`src/rtl/instr_seq_pkg.sv`:
```
// instr_seq_pkg: shared types and constants for the instruction sequencer.
// Build option INSTR_SEQ_JUMP_EN enables J-format jump sequencing.
package instr_seq_pkg;

    typedef enum logic [2:0] {
        S_IDLE,
        S_FETCH,
        S_ISSUE,
        S_WAIT,
        S_HALT
    } state_t;

    localparam logic [5:0] OP_RTYPE = 6'b000000;
    localparam logic [5:0] OP_J     = 6'b000010;
    localparam logic [5:0] OP_ADDI  = 6'b001000;

    localparam int OPC_HI  = 31;
    localparam int OPC_LO  = 26;
    localparam int JTGT_LO = 0;

    function automatic logic is_jump(input logic [31:0] w);
        return w[OPC_HI:OPC_LO] == OP_J;
    endfunction

endpackage

```
`src/rtl/instr_seq_mem.sv`:
```
// instr_seq_mem: DEPTH x 32 program store.
// Synchronous write, combinational read, contents survive reset.
module instr_seq_mem #(
    parameter int DEPTH = 8,
    parameter int AW    = 3
) (
    input  logic          clk,
    input  logic          we,
    input  logic [AW-1:0] waddr,
    input  logic [31:0]   wdata,
    input  logic [AW-1:0] raddr,
    output logic [31:0]   rdata
);

    logic [31:0] mem [DEPTH];

    // program write port
    always_ff @(posedge clk) begin
        if (we) mem[waddr] <= wdata;
    end

    assign rdata = mem[raddr];

endmodule

```
`src/rtl/instr_sequencer.sv`:
```
// instr_sequencer: program store and issue sequencer for the processor.
// Build option INSTR_SEQ_JUMP_EN follows J-format jumps in WAIT.
module instr_sequencer
    import instr_seq_pkg::*;
#(
    parameter int DEPTH     = 8,
    parameter int AW        = 3,
    parameter int MAX_ISSUE = 255
) (
    input  logic          clk,
    input  logic          reset,
    input  logic          wr_en,
    input  logic [AW-1:0] wr_addr,
    input  logic [31:0]   wr_data,
    input  logic [AW:0]   prog_len,
    input  logic          start,
    input  logic          done,
    output logic [31:0]   instruction,
    output logic          issue_valid,
    output logic [AW-1:0] pc,
    output logic          busy,
    output logic          finished,
    output logic [7:0]    issued_count
);

    state_t        state;
    state_t        state_n;
    logic [AW:0]   len_q;
    logic [AW-1:0] pc_q;
    logic [7:0]    cnt_q;
    logic [31:0]   instr_q;
    logic          done_q;
    logic          done_rise;
    logic          idle_like;
    logic          mem_we;
    logic          start_ok;
    logic [AW:0]   next_pc;
    logic          halt_now;
    logic [31:0]   rd_data;

    assign done_rise = done & ~done_q;
    assign idle_like = (state == S_IDLE) || (state == S_HALT);
    assign mem_we    = wr_en & idle_like;
    assign start_ok  = start & idle_like;

    instr_seq_mem #(
        .DEPTH(DEPTH),
        .AW   (AW)
    ) u_mem (
        .clk  (clk),
        .we   (mem_we),
        .waddr(wr_addr),
        .wdata(wr_data),
        .raddr(pc_q),
        .rdata(rd_data)
    );

    // next pc at AW+1 bits so len_q == DEPTH compares without wrap
    always_comb begin
        next_pc = {1'b0, pc_q} + {{AW{1'b0}}, 1'b1};
`ifdef INSTR_SEQ_JUMP_EN
        if (is_jump(instr_q)) next_pc = {1'b0, instr_q[JTGT_LO +: AW]};
`endif
        halt_now = (next_pc >= len_q) || (cnt_q == 8'(MAX_ISSUE));
    end

    // state register
    always_ff @(posedge clk) begin
        if (reset) state <= S_IDLE;
        else       state <= state_n;
    end

    // next-state logic
    always_comb begin
        state_n = state;
        unique case (state)
            S_IDLE, S_HALT: begin
                if (start) begin
                    if (prog_len == '0) state_n = S_HALT;
                    else                state_n = S_FETCH;
                end
            end
            S_FETCH: state_n = S_ISSUE;
            S_ISSUE: state_n = S_WAIT;
            S_WAIT: begin
                if (done_rise) begin
                    if (halt_now) state_n = S_HALT;
                    else          state_n = S_FETCH;
                end
            end
            default: state_n = S_IDLE;
        endcase
    end

    // run datapath: length, pc, issue count, fetched word, done history
    always_ff @(posedge clk) begin
        if (reset) begin
            len_q   <= '0;
            pc_q    <= '0;
            cnt_q   <= '0;
            instr_q <= '0;
            done_q  <= 1'b0;
        end else begin
            done_q <= done;
            if (start_ok) begin
                len_q <= prog_len;
                pc_q  <= '0;
                cnt_q <= '0;
            end
            if (state == S_FETCH) instr_q <= rd_data;
            if (state == S_ISSUE) cnt_q <= cnt_q + 8'd1;
            if (state == S_WAIT && done_rise && !halt_now)
                pc_q <= next_pc[AW-1:0];
        end
    end

    assign instruction  = instr_q;
    assign issue_valid  = (state == S_ISSUE);
    assign pc           = pc_q;
    assign busy         = (state == S_FETCH) || (state == S_ISSUE) ||
                          (state == S_WAIT);
    assign finished     = (state == S_HALT);
    assign issued_count = cnt_q;

endmodule

```
`config.mk`:
```
export PLATFORM = sky130hd
export DESIGN_NAME = instr_sequencer
export DESIGN_NICKNAME = d
export VERILOG_FILES = /design/src/rtl/instr_seq_pkg.sv /design/src/rtl/instr_seq_mem.sv /design/src/rtl/instr_sequencer.sv
export SDC_FILE = /design/constraint.sdc
export NUM_CORES = 1
export LEC_CHECK = 0
export CAP_MARGIN = 20
export CORE_ASPECT_RATIO = 2
export CORE_MARGIN = 4
export CORE_UTILIZATION = 60
export CTS_BUF_LIST = sky130_fd_sc_hd__clkbuf_2
export DETAILED_ROUTE_END_ITERATION = 10
export PLACE_DENSITY = 0.82
export SETUP_SLACK_MARGIN = 0.02
export SYNTH_ARGS = -nofsm -noshare
export SYNTH_HDL_FRONTEND = slang
export SYNTH_SLANG_ARGS = --single-unit
```
`constraint.sdc`:
```
create_clock -name clk -period 4.1 [get_ports clk]
set_input_delay 0.82 -clock clk [delete_from_list [all_inputs] [get_ports clk]]
set_output_delay 0.82 -clock clk [all_outputs]
set_load 0.1 [all_outputs]
```
==> results of run 1 <==
cells in the mapped netlist (2+ instances only):
| cell | n |
|---|---|
| edfxtp_1 | 256 |
| mux4_2 | 64 |
| nor2_1 | 52 |
| dfxtp_1 | 51 |
| a211oi_1 | 33 |
| mux2i_1 | 32 |
| clkbuf_1 | 20 |
| a21oi_1 | 14 |
| nand2_1 | 13 |
| buf_2 | 8 |
| inv_1 | 7 |
| ha_1 | 6 |
| nand3_1 | 6 |
| nor2b_1 | 6 |
| o21ai_0 | 6 |
| buf_4 | 4 |
| a31oi_1 | 3 |
| and2_0 | 3 |
| nand2b_1 | 3 |
| nand3b_1 | 3 |
| nor3b_1 | 3 |
| a311oi_1 | 2 |
| and3_1 | 2 |
| nand4_1 | 2 |
| nor3_1 | 2 |
| o211ai_1 | 2 |
| o311ai_0 | 2 |
| or3_1 | 2 |
cells by family after synthesis:
kind of cell	synth area share (%)
buffers and inverters	1.59
flip-flops	74.4
AND/OR/NAND/NOR	4.32
adder cells (fa/ha/maj)	0.641
AO/OA/AOI/OAI	3.91
multiplexers	15.1
stage by stage:
step                std cells  utilization (%)  setup WS [ns]  area [um2]
finish                   1067             70.2          0.386       13500
global route             1067             70.2          0.262       13500
CTS                      1065             70.1          0.308       13500
detailed placement        951             67.0           1.24       12900
global placement          951             67.0           1.34       12900
floorplan                 623                -          0.396       11700
routing by layer:
layer	vias up	wire, um	GRT usage, %
li1	2818	-	-
met1	3191	8180	24.9
met2	248	13400	41.7
met3	55	1380	4.02
met4	0	673	10.3
met5	-	0	0
sequential cells by signal, indices dropped and copies added, names as in the netlist:
register,flops
u_mem.mem,256
instruction,32
issued_count,8
len_q,4
pc,3
state,3
done_q,1
critical path, stage by stage, from the launching register on:
cell,delay [ns]
dfxtp_1,0.39
nor2_1,0.35
and2_1,0.18
clkdlybuf4s50_1,1.13
where the power goes:
| group | switching, mW | internal [mW] | total (mW) |
|---|---|---|---|
| combinational | 1.32 | 0.416 | 1.74 |
| clock | 1.10 | 0.695 | 1.80 |
| sequential | 0.102 | 3.60 | 3.71 |
worst min path at each step:
stage               cells past startpoint                  start                    end  slack, ns
floorplan                               2  len_q[1]$_SDFFE_PP0P_  len_q[1]$_SDFFE_PP0P_       0.44
global placement                        2  len_q[3]$_SDFFE_PP0P_  len_q[3]$_SDFFE_PP0P_       0.45
detailed placement                      2  len_q[3]$_SDFFE_PP0P_  len_q[3]$_SDFFE_PP0P_       0.45
CTS                                     3            prog_len[2]  len_q[2]$_SDFFE_PP0P_       0.44
global route                            3            prog_len[1]  len_q[1]$_SDFFE_PP0P_       0.47
finish                                  2  len_q[2]$_SDFFE_PP0P_  len_q[2]$_SDFFE_PP0P_       0.47
placed cells by master, fill, tap and decap left out, drive strengths merged, types with 2 or more instances in the layout:
| master | n |
|---|---|
| nand3 | 6 |
| nor3 | 2 |
| nor2b | 6 |
| clkinv | 27 |
| a21oi | 14 |
| or3 | 2 |
| o311ai | 2 |
| nor2 | 52 |
| o211ai | 2 |
| mux2i | 32 |
| a31oi | 3 |
| nor3b | 3 |
| dfxtp | 51 |
| mux4 | 64 |
| or3b | 2 |
| nand4 | 2 |
| a211oi | 33 |
| nand2 | 13 |
| nand2b | 3 |
| clkbuf | 84 |
| inv | 8 |
| buf | 19 |
| a311oi | 2 |
| ha | 6 |
| and2 | 4 |
| nand3b | 3 |
| bufinv | 2 |
| o21ai | 6 |
| edfxtp | 256 |
| and3 | 2 |
| clkdlybuf4s50 | 85 |
cell type report:
class	instances	area, um2
Timing Repair Buffer	104	995
Multi-Input combinational cell	275	2870
Antenna cell	1	2.50
Clock buffer	84	420
Inverter	7	26.3
Sequential cell	307	8720
Tap cell	259	324
Clock inverter	30	176
Fill cell	1274	5750
==> results.py, run 1 <==
metrics = {
    "critical_path": {
        "setup.worst_path.end": "finished",
        "crit_start": "state[0]$_SDFFE_PP0P_",
        "critPathMaxFanout": 8,
        "end_kind": "primary output",
        "reg2reg_depth": 7,
        "r2r-start": "pc[1]$_SDFFE_PP0P_",
        "crit_type": "reg2out",
        "crit_arrival_ns": 2.89,
        "rr_endpoint": "state[0]$_SDFFE_PP0P_",
        "critPathRequiredTime_ns": 3.28,
        "cp-start-kind": "flip-flop",
        "worst-r2r-setup-slack_ns": 1.19,
    },
    "logic_synthesis": {
        "seq_area_frac_synth_pct": 74.4,
        "synthDistinctLibCells": 44,
        "synth_flop_cell": "edfxtp_1",
        "netlist_area_um2": 11700,
        "syn_inst": 623,
        "synth_edf_count": 256,
        "async_flop_share_pct": 0,
        "synthTopCellsByArea": "edfxtp_1 66%, mux4_2 12%, dfxtp_1 8.7%",
        "yosys.area.top_type": "edfxtp_1",
        "avgSynthCellArea_um2": 18.8,
        "yosysWarnings": 0,
        "syn_nets": 673,
        "synth.top_cell.area_share_pct": 65.7,
        "ys_ff_latch": 307,
    },
    "worst_hold_path": {
        "hold_class": "reg2reg",
    },
    "cts": {
        "tritoncts": "done",
        "cts_hold_buffers": 0,
        "ctsHtreeMaxLevel": 2,
        "path_clk_slew_ns": 0.12,
        "numCtsBuffers": 61,
        "cts.sinks": 307,
        "ctsResizeCount": 0,
        "clock_path_buffers": 3,
        "clock_latency_ns": 0.87,
        "post-cts-setup-buffers": 0,
        "cts_root_buffer": "clkbuf_2",
    },
    "grt": {
        "grt_max_degree": 68,
        "overflow": 0,
        "grt_usage_pct": 22.5,
        "antenna_found_initial": 1,
        "first_global_vias": 6978,
        "grt_pass1_wl_mm": 37.2,
    },
    "detailed_routing": {
        "drtIter0Drc": 507,
        "drtPass1Iterations": 5,
        "postRouteWirelength_mm": 23.6,
        "route.vias.total": 6312,
        "drtAntennaViolNets": 0,
        "routedWlPerCell_um": 22.1,
        "drc": 0,
        "viasPerCell": 5.92,
    },
    "layout": {
        "layout-drive-gt1-share_pct": 24.3,
        "nets": 806,
        "syn2layout_area_growth_pct": 15.6,
    },
    "sta": {
        "slew_violations": 0,
        "clock_skew_ns": 0.0682,
        "rsz0062_at_grt": "false",
        "setup_viol": 0,
        "whs_ns": 0.473,
        "slew_headroom_pct": 29.2,
        "min_period_ns": 3.71,
        "worst_slew_pin_slew_ns": 1.06,
        "fmax_ghz": 0.269,
        "setup-tns-final_ns": 0,
        "finalHoldViolCount": 0,
        "finalCritPeriodShare_pct": 90.6,
    },
    "power_and_ir_drop": {
        "ir_drop_mv": 0.425,
        "leakage_nw": 4.31,
        "finalPower_mw": 7.24,
        "powerDensity_nw_per_um2": 535,
    },
    "die": {
        "core_area_um2": 19300,
        "initial_core_util_pct": 60.7,
        "die_area_um2": 21900,
        "die_h_um": 206,
        "io_pins": 90,
        "dieWidth_um": 107,
        "core.rowCount": 72,
    },
    "placement": {
        "portBuffers": 89,
        "dp_hpwl_mm": 13.7,
        "gp_congestion": 0.802,
    },
    "run_status": {
        "status": "finished, final reports clean",
    },
    "job": {
        "drv_cap": 0,
    },
}
No activity file was read; power rests on OpenSTA's default activity.
==> run 2, diff against run 1 <==
Settings changed: ABC_AREA set to 1, CORE_UTILIZATION 60 to 45, PLACE_DENSITY 0.82 to unset, SLEW_MARGIN set to 20.
==> run 2 against run 1 <==
Effect of this change: non-clock buffer count down 1; clock-buffer cell count grew 22; critical endpoint is now issue_valid; sequential share of layout area is 1.2 points lower; final cell count rose by 41%; maximum frequency fell by 2.4%; register-to-register slack better by 0.47 ns; critical path depth up 1; largest power group unchanged; highest routed layer unchanged; synthesized area rose by 2.4%; combinational power shrank 7%; global-route usage down 3.8 points; synthesized cell count grew 60%.
==> results.py, run 2 <==
metrics = {
    "run_status": {
        "status": "finished, final reports clean",
    },
    "cts": {
        "cts.sinks": 307,
        "clock_path_buffers": 3,
        "tritoncts": "done",
        "numCtsBuffers": 67,
        "ctsResizeCount": 0,
        "ctsHtreeMaxLevel": 3,
        "cts_root_buffer": "clkbuf_2",
        "path_clk_slew_ns": 0.11,
        "clock_latency_ns": 0.88,
        "cts_hold_buffers": 0,
        "post-cts-setup-buffers": 0,
    },
    "detailed_routing": {
        "drtPass1Iterations": 5,
        "routedWlPerCell_um": 17.7,
        "route.vias.total": 7844,
        "drc": 0,
        "drtIter0Drc": 467,
        "postRouteWirelength_mm": 26.7,
        "drtAntennaViolNets": 0,
        "viasPerCell": 5.22,
    },
    "layout": {
        "nets": 1157,
        "largest_register_ffs": 256,
        "most-common-layout-cells": "256 x edfxtp_1, 199 x nor2_1, 160 x o21ai_0, 106 x clkbuf_2, 88 x clkdlybuf4s50_1",
        "final_cell_area_um2": 13800,
        "layout-drive-gt1-share_pct": 12.9,
        "multi_input_area_um2": 2920,
        "regArea_um2": 8720,
        "final_common_cell": "edfxtp_1",
        "instances_no_fill": 1503,
        "top_register": "u_mem.mem",
        "nFillCells": 2365,
        "syn2layout_area_growth_pct": 15.0,
    },
    "critical_path": {
        "crit_type": "reg2out",
        "cp-start-kind": "flip-flop",
        "end_kind": "primary output",
        "crit_arrival_ns": 2.99,
        "critPathMaxFanout": 10,
        "critPathRequiredTime_ns": 3.28,
    },
    "job": {
        "drv_cap": 0,
    },
    "grt": {
        "grt_usage_pct": 18.8,
        "overflow": 0,
        "antenna_found_initial": 1,
        "grt_pass1_wl_mm": 42.2,
        "first_global_vias": 8181,
        "grt_max_degree": 97,
    },
    "logic_synthesis": {
        "seq_area_frac_synth_pct": 72.6,
        "syn_nets": 1047,
        "synth.most_common_cell": "edfxtp_1",
        "yosys.area.top_type": "edfxtp_1",
        "synth_flop_cell": "edfxtp_1",
        "synth.top_cell.area_share_pct": 64.1,
        "syn_inst": 997,
        "ys_ff_latch": 307,
        "avgSynthCellArea_um2": 12.0,
        "yosys-top-cells-count": "256 x edfxtp_1, 207 x nor2_1, 160 x o21ai_0",
        "synthTopCellsByArea": "edfxtp_1 64%, dfxtp_1 8.5%, o21ai_0 6.7%",
        "synthDistinctLibCells": 28,
        "yosysWarnings": 0,
        "netlist_area_um2": 12000,
        "synth_edf_count": 256,
        "async_flop_share_pct": 0,
    },
    "die": {
        "initial_core_util_pct": 45.6,
        "die_area_um2": 29500,
        "core.rowCount": 84,
        "core_area_um2": 26300,
        "dieWidth_um": 123,
        "die_h_um": 239,
        "io_pins": 90,
    },
    "sta": {
        "slew_violations": 0,
        "finalHoldViolCount": 0,
        "slew_headroom_pct": 34.4,
        "worst_slew_pin_slew_ns": 0.980,
        "clock_skew_ns": 0.0501,
        "setup-tns-final_ns": 0,
        "fmax_ghz": 0.263,
        "finalCritPeriodShare_pct": 92.8,
        "rsz0062_at_grt": "false",
        "min_period_ns": 3.81,
        "setup_viol": 0,
        "whs_ns": 0.468,
    },
    "power_and_ir_drop": {
        "powerDensity_nw_per_um2": 515,
        "leakage_nw": 4.57,
        "ir_drop_mv": 0.362,
    },
    "placement": {
        "dp_hpwl_mm": 15.1,
        "dp_cells": 1382,
        "portBuffers": 89,
        "gp_congestion": 0.767,
        "dpl_cell_area_um2": 13200,
    },
    "worst_hold_path": {
        "hold_class": "reg2reg",
    },
}
-- run 2: critical path, cell delays in order (launching register included) --
cell and delay, ns:
dfxtp_1 0.45, inv_1 0.11, nand3_1 0.15, clkinv_1 0.32, clkdlybuf4s50_1 1.07
-- run 2: worst paths after layout --
path                              start                    endpoint  slack [ns]  depth (start not counted)
setup reg to reg  state[1]$_SDFFE_PP0P_  u_mem.mem[2][21]$_DFFE_PP_        1.66                          6
hold / removal    len_q[3]$_SDFFE_PP0P_       len_q[3]$_SDFFE_PP0P_        0.47                          2
setup / recovery  state[2]$_SDFFE_PP0P_                 issue_valid        0.29                          4
hold reg to reg   len_q[3]$_SDFFE_PP0P_       len_q[3]$_SDFFE_PP0P_        0.47                          2
-- run 2: layer usage --
layer | part of all wire (%) | track usage (%)
met5 | 0 | 0
met1 | 39 | 21.2
met3 | 4.6 | 4.59
met2 | 54 | 33.7
met4 | 2.1 | 7.16
-- run 2: where the power goes --
| part | leakage, nW | switching, mW | total [mW] | internal [mW] |
|---|---|---|---|---|
| Sequential | 2.74 | 0.0866 | 3.69 | 3.60 |
| Clock | 0.467 | 1.12 | 1.80 | 0.676 |
| Combinational | 1.37 | 1.28 | 1.62 | 0.343 |
| Total | 4.57 | 2.48 | 7.10 | 4.62 |
-- run 2: layout make-up --
type / instances / area share [%]
clock buffers: 106 / 3.85
repair buffers: 103 / 7.47
inverters: 27 / 0.753
diodes: 1 / 0.0181
clock inverters: 14 / 0.390
multi-input cells: 601 / 21.2
flip-flops and latches: 307 / 63.2
well taps: 344 / 3.12
-- run 2: through the flow --
stage | power (mW) | worst slack [ns] | utilization [%]
finish | 7.10 | 0.295 | 52.5
global route | 7.48 | 0.0964 | 52.5
CTS | 7.21 | 0.176 | 52.5
detailed placement | 5.39 | 1.14 | 50.3
global placement | 5.37 | 1.16 | 50.3
floorplan | 4.93 | 1.25 | -
-- run 2: kinds of logic after synthesis --
kind of cell / count (synthesis) / synth area share [%]
AND/OR/NAND/NOR: 276 / 9.16
buffers and inverters: 89 / 3.55
flip-flops: 307 / 72.6
adder cells (fa/ha/maj): 6 / 0.626
AO/OA/AOI/OAI: 318 / 14.0
XOR/XNOR: 1 / 0.0731
==> run 3, diff against run 2 <==
Settings changed: PLACE_DENSITY set to 0.61.
==> run 3 against run 2 <==
Effect of this change: hold slack worse by 0.029 ns; sequential share of layout area shrank 0.88 points; clock-buffer cell count is 12 lower; combinational power about the same; critical endpoint unchanged; first-iteration DRC count up 11%; die area did not move; power rose by 5.7%; final area grew 1.4%; core utilization up 0.74 points; clock power is 22% higher; critical path depth stayed put; critical path type unchanged.
==> results.py, run 3 (synthesized netlist as in run 2, its figures left out) <==
metrics = {
    "detailed_routing": {
        "routed.top_layer": "met4",
        "drtIter0Drc": 519,
        "drtAntennaViolNets": 0,
        "routedWlPerCell_um": 18.1,
        "wl_met3_mm": 1.36,
        "wl_met1_mm": 10.6,
        "drtPass1Iterations": 5,
        "viasPerCell": 5.30,
        "postRouteWirelength_mm": 27.4,
        "drc": 0,
        "met2_length_mm": 14.5,
        "route.vias.total": 8018,
    },
    "sta": {
        "worst_slew_pin_slew_ns": 0.985,
        "setup-tns-final_ns": 0,
        "clock_skew_ns": 0.0520,
        "rsz0062_at_grt": "false",
        "slew_violations": 0,
        "fmax_ghz": 0.264,
        "setup_viol": 0,
        "slew_headroom_pct": 34.1,
        "finalHoldViolCount": 0,
        "finalCritPeriodShare_pct": 92.4,
        "fin_ws_ns": 0.313,
        "min_period_ns": 3.79,
    },
    "placement": {
        "portBuffers": 89,
        "dpl_cell_area_um2": 13200,
        "gp_congestion": 0.740,
        "pre_cts_slack_ns": 1.04,
        "dp_hpwl_mm": 16.1,
    },
    "cts": {
        "ctsResizeCount": 0,
        "ctsHtreeMaxLevel": 3,
        "path_clk_slew_ns": 0.12,
        "clock_latency_ns": 0.93,
        "clock_path_buffers": 3,
        "cts_root_buffer": "clkbuf_2",
        "tritoncts": "done",
        "numCtsBuffers": 69,
        "cts_hold_buffers": 0,
        "cts.sinks": 307,
        "post-cts-setup-buffers": 0,
    },
    "power_and_ir_drop": {
        "finalPower_mw": 7.50,
        "leakage_nw": 4.64,
        "ir_drop_mv": 0.450,
        "powerDensity_nw_per_um2": 536,
    },
    "grt": {
        "grt_pass1_wl_mm": 42.7,
        "grt_max_degree": 88,
        "overflow": 0,
        "grt_usage_pct": 19.2,
        "first_global_vias": 8092,
        "antenna_found_initial": 1,
    },
    "critical_path": {
        "end_kind": "primary output",
        "reg2reg_depth": 6,
        "critPathRequiredTime_ns": 3.28,
        "crit_type": "reg2out",
        "critPathMaxFanout": 10,
        "cp-start-kind": "flip-flop",
        "r2r-start": "state[1]$_SDFFE_PP0P_",
        "rr_endpoint": "u_mem.mem[7][25]$_DFFE_PP_",
        "crit_arrival_ns": 2.97,
        "worst-r2r-setup-slack_ns": 1.60,
    },
    "layout": {
        "syn2layout_area_growth_pct": 16.7,
        "largest_register_ffs": 256,
        "top_register": "u_mem.mem",
        "layout-drive-gt1-share_pct": 12.7,
        "nets": 1161,
        "final_common_cell": "edfxtp_1",
        "final_cell_area_um2": 14000,
        "most-common-layout-cells": "256 x edfxtp_1, 199 x nor2_1, 160 x o21ai_0, 94 x clkbuf_2, 89 x clkdlybuf4s50_1",
    },
    "worst_hold_path": {
        "hold_start": "done",
        "hold_end": "done_q$_SDFF_PP0_",
        "holdPathStages": 3,
        "hold_class": "in2reg",
    },
    "die": {
        "die_h_um": 239,
        "io_pins": 90,
        "die_area_um2": 29500,
        "initial_core_util_pct": 45.6,
        "core_area_um2": 26300,
        "core.rowCount": 84,
        "dieWidth_um": 123,
    },
    "run_status": {
        "status": "finished, final reports clean",
    },
    "job": {
        "drv_cap": 0,
    },
}
## run 3: area by class of cell
class	count	area [um2]
timing repair buffer	105	1050
sequential	307	8720
clock buffer	94	470
antenna	2	5.00
multi-input combinational	601	2920
inverter	27	104
clock inverter	33	289
tap	344	430
fill	2298	12300
## run 3: worst max-delay path, stage by stage (launching register included)
cell             delay [ns]
dfxtp_1                0.45
inv_1                  0.10
nand3_1                0.14
clkinv_1               0.28
clkdlybuf4s50_1        1.06
## run 3: routing by layer
layer | vias to the layer above | GRT usage (%)
met5 | - | 0
met4 | 0 | 7.90
li1 | 3860 | -
met1 | 3865 | 22.1
met3 | 70 | 4.85
met2 | 223 | 33.4
## run 3: worst max-delay path by stage
| stage | from | endpoint | cells after the start |
|---|---|---|---|
| after global placement | wr_en | u_mem.mem[7][1]$_DFFE_PP_ | 6 |
| after global routing | state[2]$_SDFFE_PP0P_ | issue_valid | 4 |
| after CTS | state[2]$_SDFFE_PP0P_ | issue_valid | 4 |
| after floorplan | wr_en | u_mem.mem[0][0]$_DFFE_PP_ | 4 |
| after detailed placement | wr_en | u_mem.mem[7][2]$_DFFE_PP_ | 6 |
| final | state[2]$_SDFFE_PP0P_ | issue_valid | 4 |
## run 3: stage by stage
stage,utilization (%),hold slack [ns],std cells
6_report,53.2,0.438,1513
5_1_grt,53.2,0.380,1512
4_1_cts,53.2,0.336,1511
3_5_place_dp,50.3,0.461,1384
3_3_place_gp,50.3,0.453,1384
2_1_floorplan,-,0.435,997
## run 3: power breakdown
group          total, mW  internal [mW]  leakage (nW)  switching (mW)
Sequential          3.69           3.60          2.74          0.0881
Combinational       1.62          0.345          1.37            1.27
Clock               2.20           1.01         0.529            1.19
Total               7.50           4.95          4.64            2.55
